## src/rtl/hub75_scan_ctrl.sv

```systemverilog
// HUB75 row-pair scan controller: shifts one BCM bit plane per pass from a
// framebuffer port, latches it, then shows it for a significance-weighted time.
module hub75_scan_ctrl #(
   parameter int  COLS      = 32,
   parameter int  ROW_PAIRS = 16,
   parameter int  BPP       = 4,
   parameter int  CLK_DIV   = 4,
   parameter int  BASE_ON   = 8,
   localparam int ADDR_W    = (ROW_PAIRS > 1) ? $clog2(ROW_PAIRS) : 1,
   localparam int COL_W     = $clog2(COLS)
) (
   input  logic                    clk,
   input  logic                    rst_n,
   input  logic                    enable,
   output logic [ADDR_W+COL_W-1:0] rd_addr,
   input  logic [6*BPP-1:0]        rd_data,
   output logic                    r0,
   output logic                    g0,
   output logic                    b0,
   output logic                    r1,
   output logic                    g1,
   output logic                    b1,
   output logic                    hub_clk,
   output logic                    hub_lat,
   output logic                    hub_oe_n,
   output logic [ADDR_W-1:0]       hub_addr,
   output logic                    frame_start
);

   localparam int PL_W   = (BPP > 1) ? $clog2(BPP) : 1;
   localparam int DIV_W  = $clog2(CLK_DIV);
   localparam int MAX_ON = BASE_ON << (BPP - 1);
   localparam int ON_W   = $clog2(MAX_ON + 1);

   localparam logic [DIV_W-1:0]  DIV_LAST = DIV_W'(CLK_DIV - 1);
   localparam logic [COL_W-1:0]  COL_LAST = COL_W'(COLS - 1);
   localparam logic [ADDR_W-1:0] ROW_LAST = ADDR_W'(ROW_PAIRS - 1);
   localparam logic [PL_W-1:0]   PL_LAST  = PL_W'(BPP - 1);

   typedef enum logic [2:0] {IDLE, SHIFT, LATCH, SHOW, GAP} state_t;

   state_t                  state_q;
   logic [DIV_W-1:0]        div_q, div_d;
   logic                    tick;
   logic [ADDR_W-1:0]       row_q, row_next;
   logic [PL_W-1:0]         plane_q;
   logic [COL_W-1:0]        col_q, col_inc;
   logic [ON_W-1:0]         on_q, on_last;
   logic                    phase_q;
   logic                    plane_wrap, row_wrap;
   logic [5:0][BPP-1:0]     fld;

   logic                    r0_q, g0_q, b0_q, r1_q, g1_q, b1_q;
   logic                    hub_clk_q, hub_lat_q, hub_oe_n_q, frame_start_q;
   logic [ADDR_W-1:0]       hub_addr_q;
   logic [ADDR_W+COL_W-1:0] rd_addr_q;

   // Pixel word fields, lowest first: B0, G0, R0, B1, G1, R1.
   assign fld = rd_data;

   assign tick       = (div_q == DIV_LAST);
   assign col_inc    = col_q + 1'b1;
   assign plane_wrap = (plane_q == PL_LAST);
   assign row_wrap   = (row_q == ROW_LAST);
   assign on_last    = ON_W'((BASE_ON << plane_q) - 1);

   always_comb begin
      // NOTE: every combinational output gets a value before any condition,
      // so no path can leave it unassigned and infer a latch.
      div_d    = div_q + 1'b1;
      row_next = row_q;
      if (tick) div_d = '0;
      if (plane_wrap) row_next = row_wrap ? '0 : row_q + 1'b1;
   end

   always_ff @(posedge clk or negedge rst_n) begin
      if (!rst_n) begin
         div_q <= '0;
      end else begin
         div_q <= div_d;
      end
   end

   // NOTE: state and outputs use non-blocking assignments only, so every
   // branch below sees the pre-edge values of row, plane and col.
   always_ff @(posedge clk or negedge rst_n) begin
      if (!rst_n) begin
         state_q       <= IDLE;
         row_q         <= '0;
         plane_q       <= '0;
         col_q         <= '0;
         on_q          <= '0;
         phase_q       <= 1'b0;
         r0_q          <= 1'b0;
         g0_q          <= 1'b0;
         b0_q          <= 1'b0;
         r1_q          <= 1'b0;
         g1_q          <= 1'b0;
         b1_q          <= 1'b0;
         hub_clk_q     <= 1'b0;
         hub_lat_q     <= 1'b0;
         hub_oe_n_q    <= 1'b1;
         hub_addr_q    <= '0;
         rd_addr_q     <= '0;
         frame_start_q <= 1'b0;
      end else begin
         frame_start_q <= 1'b0;
         if (tick) begin
            case (state_q)
               IDLE: begin
                  hub_oe_n_q <= 1'b1;
                  if (enable) begin
                     row_q         <= '0;
                     plane_q       <= '0;
                     col_q         <= '0;
                     phase_q       <= 1'b0;
                     rd_addr_q     <= '0;
                     frame_start_q <= 1'b1;
                     state_q       <= SHIFT;
                  end
               end
               SHIFT: begin
                  if (!phase_q) begin
                     hub_clk_q <= 1'b0;
                     b0_q      <= fld[0][plane_q];
                     g0_q      <= fld[1][plane_q];
                     r0_q      <= fld[2][plane_q];
                     b1_q      <= fld[3][plane_q];
                     g1_q      <= fld[4][plane_q];
                     r1_q      <= fld[5][plane_q];
                     phase_q   <= 1'b1;
                  end else begin
                     hub_clk_q <= 1'b1;
                     phase_q   <= 1'b0;
                     col_q     <= col_inc;
                     rd_addr_q <= {row_q, col_inc};
                     if (col_q == COL_LAST) state_q <= LATCH;
                  end
               end
               LATCH: begin
                  // Row address moves with the latch pulse, while still blanked.
                  if (!phase_q) begin
                     hub_lat_q  <= 1'b1;
                     hub_addr_q <= row_q;
                     phase_q    <= 1'b1;
                  end else begin
                     hub_lat_q <= 1'b0;
                     phase_q   <= 1'b0;
                     on_q      <= '0;
                     state_q   <= SHOW;
                  end
               end
               SHOW: begin
                  hub_oe_n_q <= 1'b0;
                  if (on_q == on_last) state_q <= GAP;
                  else                 on_q    <= on_q + 1'b1;
               end
               GAP: begin
                  hub_oe_n_q <= 1'b1;
                  plane_q    <= plane_wrap ? '0 : plane_q + 1'b1;
                  row_q      <= row_next;
                  col_q      <= '0;
                  phase_q    <= 1'b0;
                  rd_addr_q  <= {row_next, {COL_W{1'b0}}};
                  if (enable) begin
                     frame_start_q <= plane_wrap && row_wrap;
                     state_q       <= SHIFT;
                  end else begin
                     state_q <= IDLE;
                  end
               end
               default: state_q <= IDLE;
            endcase
         end
      end
   end

   assign r0          = r0_q;
   assign g0          = g0_q;
   assign b0          = b0_q;
   assign r1          = r1_q;
   assign g1          = g1_q;
   assign b1          = b1_q;
   assign hub_clk     = hub_clk_q;
   assign hub_lat     = hub_lat_q;
   assign hub_oe_n    = hub_oe_n_q;
   assign hub_addr    = hub_addr_q;
   assign rd_addr     = rd_addr_q;
   assign frame_start = frame_start_q;

endmodule
```

## config.mk

```make
export PLATFORM = sky130hd
export DESIGN_NAME = hub75_scan_ctrl
export DESIGN_NICKNAME = d
export VERILOG_FILES = /design/src/rtl/hub75_scan_ctrl.sv
export SDC_FILE = /design/constraint.sdc
export NUM_CORES = 1
export LEC_CHECK = 0
export CORE_UTILIZATION = 55
export CTS_BUF_LIST = sky130_fd_sc_hd__clkbuf_4 sky130_fd_sc_hd__clkbuf_8
export CTS_CLUSTER_DIAMETER = 40
export DETAILED_ROUTE_END_ITERATION = 8
export PLACE_DENSITY = 0.85
export SYNTH_ARGS = -nofsm -noshare
export SYNTH_HDL_FRONTEND = slang
export SYNTH_SLANG_ARGS = --single-unit
```

## constraint.sdc

```tcl
create_clock -name clk -period 5.7 [get_ports clk]
set_input_delay 0.57 -clock clk [delete_from_list [all_inputs] [get_ports clk]]
set_output_delay 0.57 -clock clk [all_outputs]
set_load 0.05 [all_outputs]
```

==> results.sh, run 1 <==
export IMPL_die_area_mm2=0.00493
export IMPL_synthFlopType="dfrtp_1"
export IMPL_hpwl_um=3960
export IMPL_place_gp_congestion=0.833
export IMPL_slowest_stage="dfrtp_1"
export IMPL_worstMarginPinSlew_ns=1.02
export IMPL_maxCapViolCount=0
export IMPL_ys_seq_area_share_pct=46.0
export IMPL_internal_power_w=0.000534
export IMPL_antenna_left=0
export IMPL_rsz0062_at_grt="false"
export IMPL_mostFrequentLayoutCell="clkdlybuf4s50_1"
export IMPL_viasPerCell=6.04
export IMPL_cp_start_kind="flip-flop"
export IMPL_setup_violations_final=0
export IMPL_clockBufferDepth=2
export IMPL_routed_wl_um=5510
export IMPL_syn_cell_area_mm2=0.00256
export IMPL_cp_required_ns=5.88
export IMPL_power_density_mw_per_mm2=208
export IMPL_grt_pass1_wl_um=8990
export IMPL_diodes=0
export IMPL_fill_cells=337
export IMPL_finalWorstSetupSlack_ns=3.34
export IMPL_drt_iter0_drc=117
export IMPL_htreeDepth=2
export IMPL_path_cells="ha_1 > xor3_2 > nor2_4 > a21o_2 > mux2_2"
export IMPL_pwr_share_clk_pct=42.9
export IMPL_cts_hold_buf=0
export IMPL_layout_common_cells="48 x clkdlybuf4s50_1, 46 x dfrtp_1, 19 x nand2_1"
export IMPL_final_setup_tns_ns=0
export IMPL_hold_viol=0
export IMPL_r2r_setup_slack_ns=3.34
export IMPL_min_path_type="flip-flop to flip-flop"
export IMPL_max_slew_margin_pct=32.0
export IMPL_globalRouteTotalUtil_pct=23.4
export IMPL_cts_root_buf="clkbuf_8"
export IMPL_finalCritPeriodShare_pct=41.5
export IMPL_min_period_ns=2.36
export IMPL_end_kind="flip-flop"
export IMPL_cts_tree="done"
export IMPL_clk_pin_slew_ns=0.09
export IMPL_ios=50
export IMPL_crit_buf_inv=0
export IMPL_fmax_mhz=423
export IMPL_status="completed"
export IMPL_postLayoutCoreUtil_pct=72.2
export IMPL_netSwitchingPower_w=0.000130
export IMPL_cts_buffers=5
export IMPL_ys_types=54
export IMPL_synth_edff_count=0
export IMPL_crit_type="flip-flop to flip-flop"
export IMPL_start_util_pct=57.9
export IMPL_num_rows=24
export IMPL_clock_sinks=47
export IMPL_ys_ff_latch=47
export IMPL_pwr_share_seq_pct=50.6
export IMPL_ir_worst_vdd_mv=0.127
export IMPL_gr_total_overflow=0
export IMPL_synth_largest_area_cell="dfrtp_1"
export IMPL_num_nets_final=311
export IMPL_drive_above_1_share_pct=13.8
export IMPL_die_h_um=70.2
export IMPL_synth_top_area_share_pct=45.0
export IMPL_slew_violations=0
export IMPL_cp_max_fo=10
export IMPL_syn_to_final_growth_pct=24.6
export IMPL_syn_area_per_cell_um2=11.1
export IMPL_critPathTopFamily="flip-flops"
export IMPL_switching_share_pct=19.6
export IMPL_core_mm2=0.00441
export IMPL_cts_resized=0
export IMPL_p_comb_share_pct=6.4
export IMPL_synthCells=231
export IMPL_antenna_found_initial=0
export IMPL_place_ws_ns=3.32
export IMPL_firstDrtPassIters=4
export IMPL_ys_top_cells_by_area="dfrtp_1 45%, mux2_2 5.3%, mux4_2 5.3%"
export IMPL_syn_nets=267
export IMPL_cp_arrival_ns=2.55
export IMPL_clock_latency_ns=0.29
export IMPL_drc=0
export IMPL_async_flop_share_pct=100
export IMPL_vias=1981
export IMPL_total_leakage_power_nw=1.36
export IMPL_skew_ns=0.00429
export IMPL_wl_per_cell_um=16.8
export IMPL_slowest_delay_ns=0.66
export IMPL_die_w_um=70.2
export IMPL_grt_pass1_vias=1907
export IMPL_portBuffers=49
export IMPL_grt_max_degree=48
export IMPL_post_cts_buffers=0
export IMPL_yosys_warnings=0
==> registers in the layout, indices dropped and copies added (netlist names), 2 cells and up <==
register / cells
rd_addr: 9
on_q: 7
col_q: 5
hub_addr: 4
row_q: 4
state_q: 3
div_q: 2
plane_q: 2
==> metal layers <==
layer / track usage (%) / up-vias / wire [um]
met4: 8.44 / 0 / 95
met5: 0 / - / 0
met3: 3.03 / 8 / 133
met1: 31.5 / 985 / 2440
li1: - / 946 / -
met2: 39.1 / 42 / 2830
==> synth_stat cells, drive strengths merged (3+ instances only) <==
cell type / count
a21o: 8
a21oi: 7
a221o: 3
a22o: 6
a31oi: 3
and3: 3
buf: 5
clkbuf: 7
dfrtp: 46
ha: 9
inv: 7
mux2: 12
mux4: 6
nand2: 19
nand3: 11
nand4: 4
nor2: 14
nor2b: 3
nor3: 5
nor3b: 3
o211ai: 3
o21ai: 11
xor2: 5
==> power by group through the flow <==
stage | logic (W) | clock network [W] | registers (W)
global route | 0.0000456 | 0.000304 | 0.000337
detailed placement | 0.0000432 | 0 | 0.000343
floorplan | 0.00000574 | 0 | 0.000351
finish | 0.0000427 | 0.000285 | 0.000336
CTS | 0.0000435 | 0.000289 | 0.000336
global placement | 0.0000420 | 0 | 0.000343
==> path summary, 6_finish.rpt <==
path,to,cells past startpoint,startpoint
max,on_q[1]$_DFFE_PN0P_,5,plane_q[0]$_DFFE_PN0P_
min,div_q[0]$_DFF_PN0_,1,div_q[0]$_DFF_PN0_
max reg2reg,on_q[1]$_DFFE_PN0P_,5,plane_q[0]$_DFFE_PN0P_
min reg2reg,div_q[0]$_DFF_PN0_,1,div_q[0]$_DFF_PN0_
max in group asynchronous,plane_q[1]$_DFFE_PN0P_,1,rst_n
min in group asynchronous,on_q[2]$_DFFE_PN0P_,1,rst_n
==> per-stage QoR <==
stage | area (um^2) | power (W) | instances | hold slack (ns)
after floorplan | 2560 | 0.000356 | 231 | 0.274
after global placement | 3050 | 0.000385 | 320 | 0.413
after detailed placement | 3050 | 0.000386 | 320 | 0.420
after CTS | 3190 | 0.000669 | 328 | 0.431
after global routing | 3190 | 0.000687 | 328 | 0.445
final | 3190 | 0.000664 | 328 | 0.429
==> cell families (layout without fill, tap and decap cells) <==
logic type	Yosys count	count (layout)	synth area share (%)
compound gates	58	58	16.6
xor+xnor	9	9	4.31
buf+inv	19	64	3.28
simple gates	70	70	14.4
flops	47	47	46.0
fa+ha+maj	9	9	4.40
mux	19	19	11.0
==> cell type report <==
cell class	instances	area [um^2]	area share (%)
Clock inverter	3	67.6	2.12
Inverter	7	26.3	0.824
Sequential cell	47	1180	36.9
Multi-Input combinational cell	165	1300	40.7
Timing Repair Buffer	49	485	15.2
Tap cell	52	65.1	2.04
Clock buffer	5	68.8	2.16
(Power assumes the default switching activity.)
==> run 2, diff against run 1 <==
- CORE_UTILIZATION: 55 -> 48
- PLACE_DENSITY: 0.85 -> 0.79
- clock period: 5.7 -> 2 ns (I/O delays scaled with it)
==> run 2 against run 1 <==
Net effect: non-clock buffer count rose by 20; largest power group unchanged; final area increased by 4.9%; via count up 3.4%; utilization fell by 6.7 points; count of clock-buffer cells in the layout up 1; clock skew increased by 0.0082 ns; register-to-register slack worse by 3.3 ns; routed wire length grew 5.0%; maximum frequency rose by 22%; global-route usage down 0.27 points; power rose to 2.6 times the previous value; largest cell class unchanged.
==> results.sh, run 2 (same netlist as run 1, synthesis figures left out) <==
export IMPL_globalRouteTotalUtil_pct=23.2
export IMPL_p_comb_share_pct=7.5
export IMPL_total_leakage_power_nw=1.43
export IMPL_layout_common_cells="48 x clkdlybuf4s50_1, 44 x dfrtp_1, 19 x nand2_1, 19 x buf_4, 13 x nor2_1"
export IMPL_drive_above_1_share_pct=20.6
export IMPL_cts_tree="done"
export IMPL_grt_use_met2_pct=38.9
export IMPL_firstDrtPassIters=4
export IMPL_pwr_share_seq_pct=56.3
export IMPL_gr_total_overflow=0
export IMPL_grt_pass1_vias=1983
export IMPL_finalCritPeriodShare_pct=96.8
export IMPL_final_setup_tns_ns=0
export IMPL_routed_wl_um=5780
export IMPL_wl_per_cell_um=15.8
export IMPL_viasPerCell=5.60
export IMPL_status="completed"
export IMPL_die_w_um=75.0
export IMPL_grt_pass1_wl_um=9530
export IMPL_r2r_setup_slack_ns=0.06
export IMPL_clock_latency_ns=0.31
export IMPL_ios=50
export IMPL_r2r_cells=7
export IMPL_vias=2048
export IMPL_use_met1_pct=29.7
export IMPL_place_gp_congestion=0.851
export IMPL_busiest_layer="met2"
export IMPL_cp_required_ns=2.21
export IMPL_num_nets_final=331
export IMPL_min_period_ns=1.94
export IMPL_core_mm2=0.00511
export IMPL_pwr_share_clk_pct=36.2
export IMPL_antenna_found_initial=0
export IMPL_drc=0
export IMPL_end_kind="flip-flop"
export IMPL_worstMarginPinSlew_ns=0.576
export IMPL_cp_arrival_ns=2.15
export IMPL_netSwitchingPower_w=0.000393
export IMPL_clock_sinks=47
export IMPL_cp_start_kind="flip-flop"
export IMPL_power_density_mw_per_mm2=509
export IMPL_cp_max_fo=3
export IMPL_cts_root_buf="clkbuf_8"
export IMPL_start_util_pct=50.1
export IMPL_switching_share_pct=23.1
export IMPL_clk_pin_slew_ns=0.09
export IMPL_r2r_end="state_q[1]$_DFFE_PN0P_"
export IMPL_grt_use_met3_pct=4.69
export IMPL_diodes=0
export IMPL_rsz0062_at_grt="false"
export IMPL_antenna_left=0
export IMPL_largest_reg_flops=9
export IMPL_portBuffers=49
export IMPL_syn_to_final_growth_pct=30.7
export IMPL_slew_violations=0
export IMPL_placed_area_mm2=0.00321
export IMPL_grt_max_degree=24
export IMPL_clockBufferDepth=2
export IMPL_fin_area_mm2=0.00334
export IMPL_fmax_mhz=516
export IMPL_finalWorstSetupSlack_ns=0.0631
export IMPL_skew_ns=0.0125
export IMPL_cts_buffers=5
export IMPL_setup_violations_final=0
export IMPL_num_rows=26
export IMPL_hpwl_um=4250
export IMPL_hold_viol=0
export IMPL_mostFrequentLayoutCell="clkdlybuf4s50_1"
export IMPL_htreeDepth=2
export IMPL_maxCapViolCount=0
export IMPL_place_ws_ns=0.00364
export IMPL_die_h_um=75.0
export IMPL_ir_worst_vdd_mv=0.273
export IMPL_die_area_mm2=0.00562
export IMPL_crit_type="flip-flop to flip-flop"
export IMPL_min_path_type="primary input to asynchronous set/reset pin"
export IMPL_internal_power_w=0.00131
export IMPL_max_slew_margin_pct=61.4
export IMPL_drt_iter0_drc=71
export IMPL_rr_startpoint="col_q[1]$_DFFE_PN0P_"
==> run 2: power by group through the flow <==
stage / registers, W / logic [W] / clock network [W]
4_1_cts: 0.000959 / 0.000130 / 0.000638
6_report: 0.000958 / 0.000128 / 0.000616
3_3_place_gp: 0.000977 / 0.000125 / 0
5_1_grt: 0.000960 / 0.000138 / 0.000673
2_1_floorplan: 0.00100 / 0.0000163 / 0
3_5_place_dp: 0.000978 / 0.000129 / 0
==> run 2: routing by layer <==
metal / part of all wire, % / routed length [um] / up-vias
met4: 1.4 / 80 / 0
met2: 49 / 2850 / 60
met1: 44 / 2550 / 995
met5: 0 / 0 / -
li1: - / - / 988
met3: 5.2 / 299 / 5
==> run 2: how the worst max path moves through the flow <==
stage / from / endpoint / slack, ns
floorplan: plane_q[0]$_DFFE_PN0P_ / on_q[1]$_DFFE_PN0P_ / 0.01
global placement: col_q[0]$_DFFE_PN0P_ / state_q[1]$_DFFE_PN0P_ / 0.06
detailed placement: col_q[1]$_DFFE_PN0P_ / state_q[1]$_DFFE_PN0P_ / 0.004
CTS: col_q[1]$_DFFE_PN0P_ / state_q[2]$_DFFE_PN0P_ / 0.02
global route: col_q[1]$_DFFE_PN0P_ / state_q[1]$_DFFE_PN0P_ / 0.007
finish: col_q[1]$_DFFE_PN0P_ / state_q[1]$_DFFE_PN0P_ / 0.06
==> run 2: final cells by class <==
cell class              count  area, um^2
clock buffers               6        82.6
flip-flops and latches     47        1180
clock inverters             2        16.3
repair buffers             69         638
multi-input cells         165        1310
well taps                  70        87.6
inverters                   7        26.3
fillers                   422        1760
==> run 2: through the flow <==
step	hold WS, ns	cells	total power (W)	utilization (%)
finish	0.409	366	0.00170	65.5
global route	0.437	366	0.00177	65.5
CTS	0.397	365	0.00173	65.1
detailed placement	0.205	356	0.00111	62.8
global placement	0.190	356	0.00110	62.8
floorplan	-0.0956	231	0.00102	-
==> run 2: repair_timing <==
| item | CTS | global route |
|---|---|---|
| setup buffers | 0 | 1 |
| hold buffers | 1 | 0 |
| gates resized for setup | 1 | 4 |
| setup endpoints to repair | 1 | 6 |
| endpoints found under the hold margin | 21 | 0 |
| pin swaps | 0 | 3 |
==> run 2: critical path: stages (launching register included) <==
cell     delay [ns]
dfrtp_1        0.41
ha_1           0.20
and3_1         0.18
ha_1           0.16
and3_1         0.21
o41ai_2        0.36
o22ai_1        0.14
a21o_1         0.17
==> run 3, diff against run 2 <==
- CORE_UTILIZATION: 48 -> 45
- PLACE_DENSITY: 0.79 -> 0.75
==> run 3 against run 2 <==
Net effect: clock power is 34% higher; critical path depth unchanged; clock skew fell by 0.0038 ns; power up 12%; cell count up 0.55%; sequential share of layout area shrank 0.53 points; die area up 6.5%; first-iteration DRC count up 4.2%; maximum frequency down 0.33%.
==> results.sh, run 3 (same netlist as run 1, synthesis figures left out) <==
export IMPL_largest_reg_flops=9
export IMPL_cp_start_kind="flip-flop"
export IMPL_power_density_mw_per_mm2=563
export IMPL_vias=2043
export IMPL_place_gp_congestion=0.857
export IMPL_grt_max_degree=36
export IMPL_routed_wl_um=5480
export IMPL_skew_ns=0.00870
export IMPL_start_util_pct=46.4
export IMPL_grt_use_met2_pct=30.6
export IMPL_finalCritPeriodShare_pct=97.2
export IMPL_globalRouteTotalUtil_pct=19.4
export IMPL_mostFrequentLayoutCell="clkdlybuf4s50_1"
export IMPL_die_area_mm2=0.00599
export IMPL_htreeDepth=2
export IMPL_max_slew_margin_pct=48.6
export IMPL_rr_startpoint="col_q[1]$_DFFE_PN0P_"
export IMPL_ios=50
export IMPL_drc=0
export IMPL_dp_cells=359
export IMPL_worstSetupStartpoint="col_q[1]$_DFFE_PN0P_"
export IMPL_final_setup_tns_ns=0
export IMPL_die_w_um=77.4
export IMPL_clock_latency_ns=0.30
export IMPL_worstMarginPinSlew_ns=0.770
export IMPL_fmax_mhz=515
export IMPL_grt_pass1_wl_um=9130
export IMPL_hpwl_um=3910
export IMPL_slew_violations=0
export IMPL_gr_total_overflow=0
export IMPL_portBuffers=49
export IMPL_hold_viol=0
export IMPL_place_ws_ns=0.0271
export IMPL_rsz0062_at_grt="false"
export IMPL_cts_root_buf="clkbuf_8"
export IMPL_antenna_left=0
export IMPL_pwr_share_seq_pct=50.3
export IMPL_cts_tree="done"
export IMPL_clk_pin_slew_ns=0.09
export IMPL_total_leakage_power_nw=1.45
export IMPL_status="completed"
export IMPL_firstDrtPassIters=4
export IMPL_final_cells=368
export IMPL_num_nets_final=331
export IMPL_viasPerCell=5.55
export IMPL_cts_buffers=5
export IMPL_wl_per_cell_um=14.9
export IMPL_p_comb_share_pct=6.5
export IMPL_drt_iter0_drc=74
export IMPL_cp_max_fo=3
export IMPL_die_h_um=77.4
export IMPL_syn_to_final_growth_pct=32.4
export IMPL_cp_required_ns=2.19
export IMPL_num_rows=27
export IMPL_finalWorstSetupSlack_ns=0.0566
export IMPL_power_w=0.00191
export IMPL_layout_common_cells="48 x clkdlybuf4s50_1, 46 x dfrtp_1, 19 x nand2_1, 19 x buf_4, 13 x nor2_1"
export IMPL_clock_sinks=47
export IMPL_setup_violations_final=0
export IMPL_post_cts_buffers=0
export IMPL_grt_use_met3_pct=4.00
export IMPL_crit_type="flip-flop to flip-flop"
export IMPL_clockBufferDepth=2
export IMPL_internal_power_w=0.00152
export IMPL_postLayoutCoreUtil_pct=61.5
export IMPL_min_period_ns=1.94
export IMPL_cp_arrival_ns=2.14
export IMPL_hold_start="div_q[0]$_DFF_PN0_"
export IMPL_end_kind="flip-flop"
export IMPL_maxCapViolCount=0
export IMPL_busiest_layer="met2"
export IMPL_ir_worst_vdd_mv=0.369
export IMPL_switching_share_pct=20.0
export IMPL_min_path_type="flip-flop to flip-flop"
export IMPL_grt_pass1_vias=2019
export IMPL_netSwitchingPower_w=0.000381
export IMPL_diodes=0
export IMPL_use_met1_pct=25.3
export IMPL_antenna_found_initial=0
export IMPL_pwr_share_clk_pct=43.2
export IMPL_core_mm2=0.00551
export IMPL_drive_above_1_share_pct=19.9
run 3: changes by cell type in the layout (fill, tap and decap cells not counted), sizes merged:
cell    previous run  this run
bufinv             0         2
clkinv             1         0
clkbuf             6         5
run 3: metal layers:
layer  up-vias  routed length (um)
met5         -                   0
met3         9                 233
met4         0                 102
li1        993                   -
met1       995                2520
met2        46                2620
run 3: cell type report:
type / instances / area, um^2
Tap cell: 72 / 90.1
Timing Repair Buffer: 69 / 638
Sequential cell: 47 / 1180
Clock buffer: 5 / 68.8
Clock inverter: 3 / 67.6
Fill cell: 454 / 2120
Inverter: 7 / 26.3
Multi-Input combinational cell: 165 / 1320
run 3: worst paths after layout:
kind	to	slack, ns	cells past startpoint
min in group asynchronous	rd_addr[0]$_DFFE_PN0P_	0.51	2
hold / removal	div_q[0]$_DFF_PN0_	0.43	1
max in group asynchronous	on_q[2]$_DFFE_PN0P_	0.87	3
setup reg to reg	state_q[1]$_DFFE_PN0P_	0.06	7
hold reg to reg	div_q[0]$_DFF_PN0_	0.43	1
setup / recovery	state_q[1]$_DFFE_PN0P_	0.06	7
run 3: power by group through the flow:
stage	logic (W)	clock network, W	registers (W)
6_report	0.000125	0.000823	0.000958
5_1_grt	0.000134	0.000880	0.000959
4_1_cts	0.000127	0.000844	0.000958
3_5_place_dp	0.000125	0	0.000977
3_3_place_gp	0.000123	0	0.000977
2_1_floorplan	0.0000163	0	0.00100
run 3: repair_timing:
action | in CTS | in global routing
hold buffers | 1 | 0
gates resized for setup | 1 | 3
pin swaps | 0 | 1
setup endpoints to repair | 1 | 1
endpoints found under the hold margin | 32 | 0
run 3: metrics by stage:
stage / hold WS [ns] / area (um^2)
finish: 0.427 / 3390
detailed placement: 0.325 / 3220
CTS: 0.432 / 3370
floorplan: -0.0956 / 2570
global placement: 0.310 / 3220
global route: 0.450 / 3390
run 3: critical path, cell delays in order (launching register included):
cell,delay [ns]
dfrtp_1,0.41
ha_1,0.20
and3_1,0.18
ha_1,0.16
and3_1,0.21
o41ai_2,0.37
o22ai_1,0.14
a21o_1,0.17
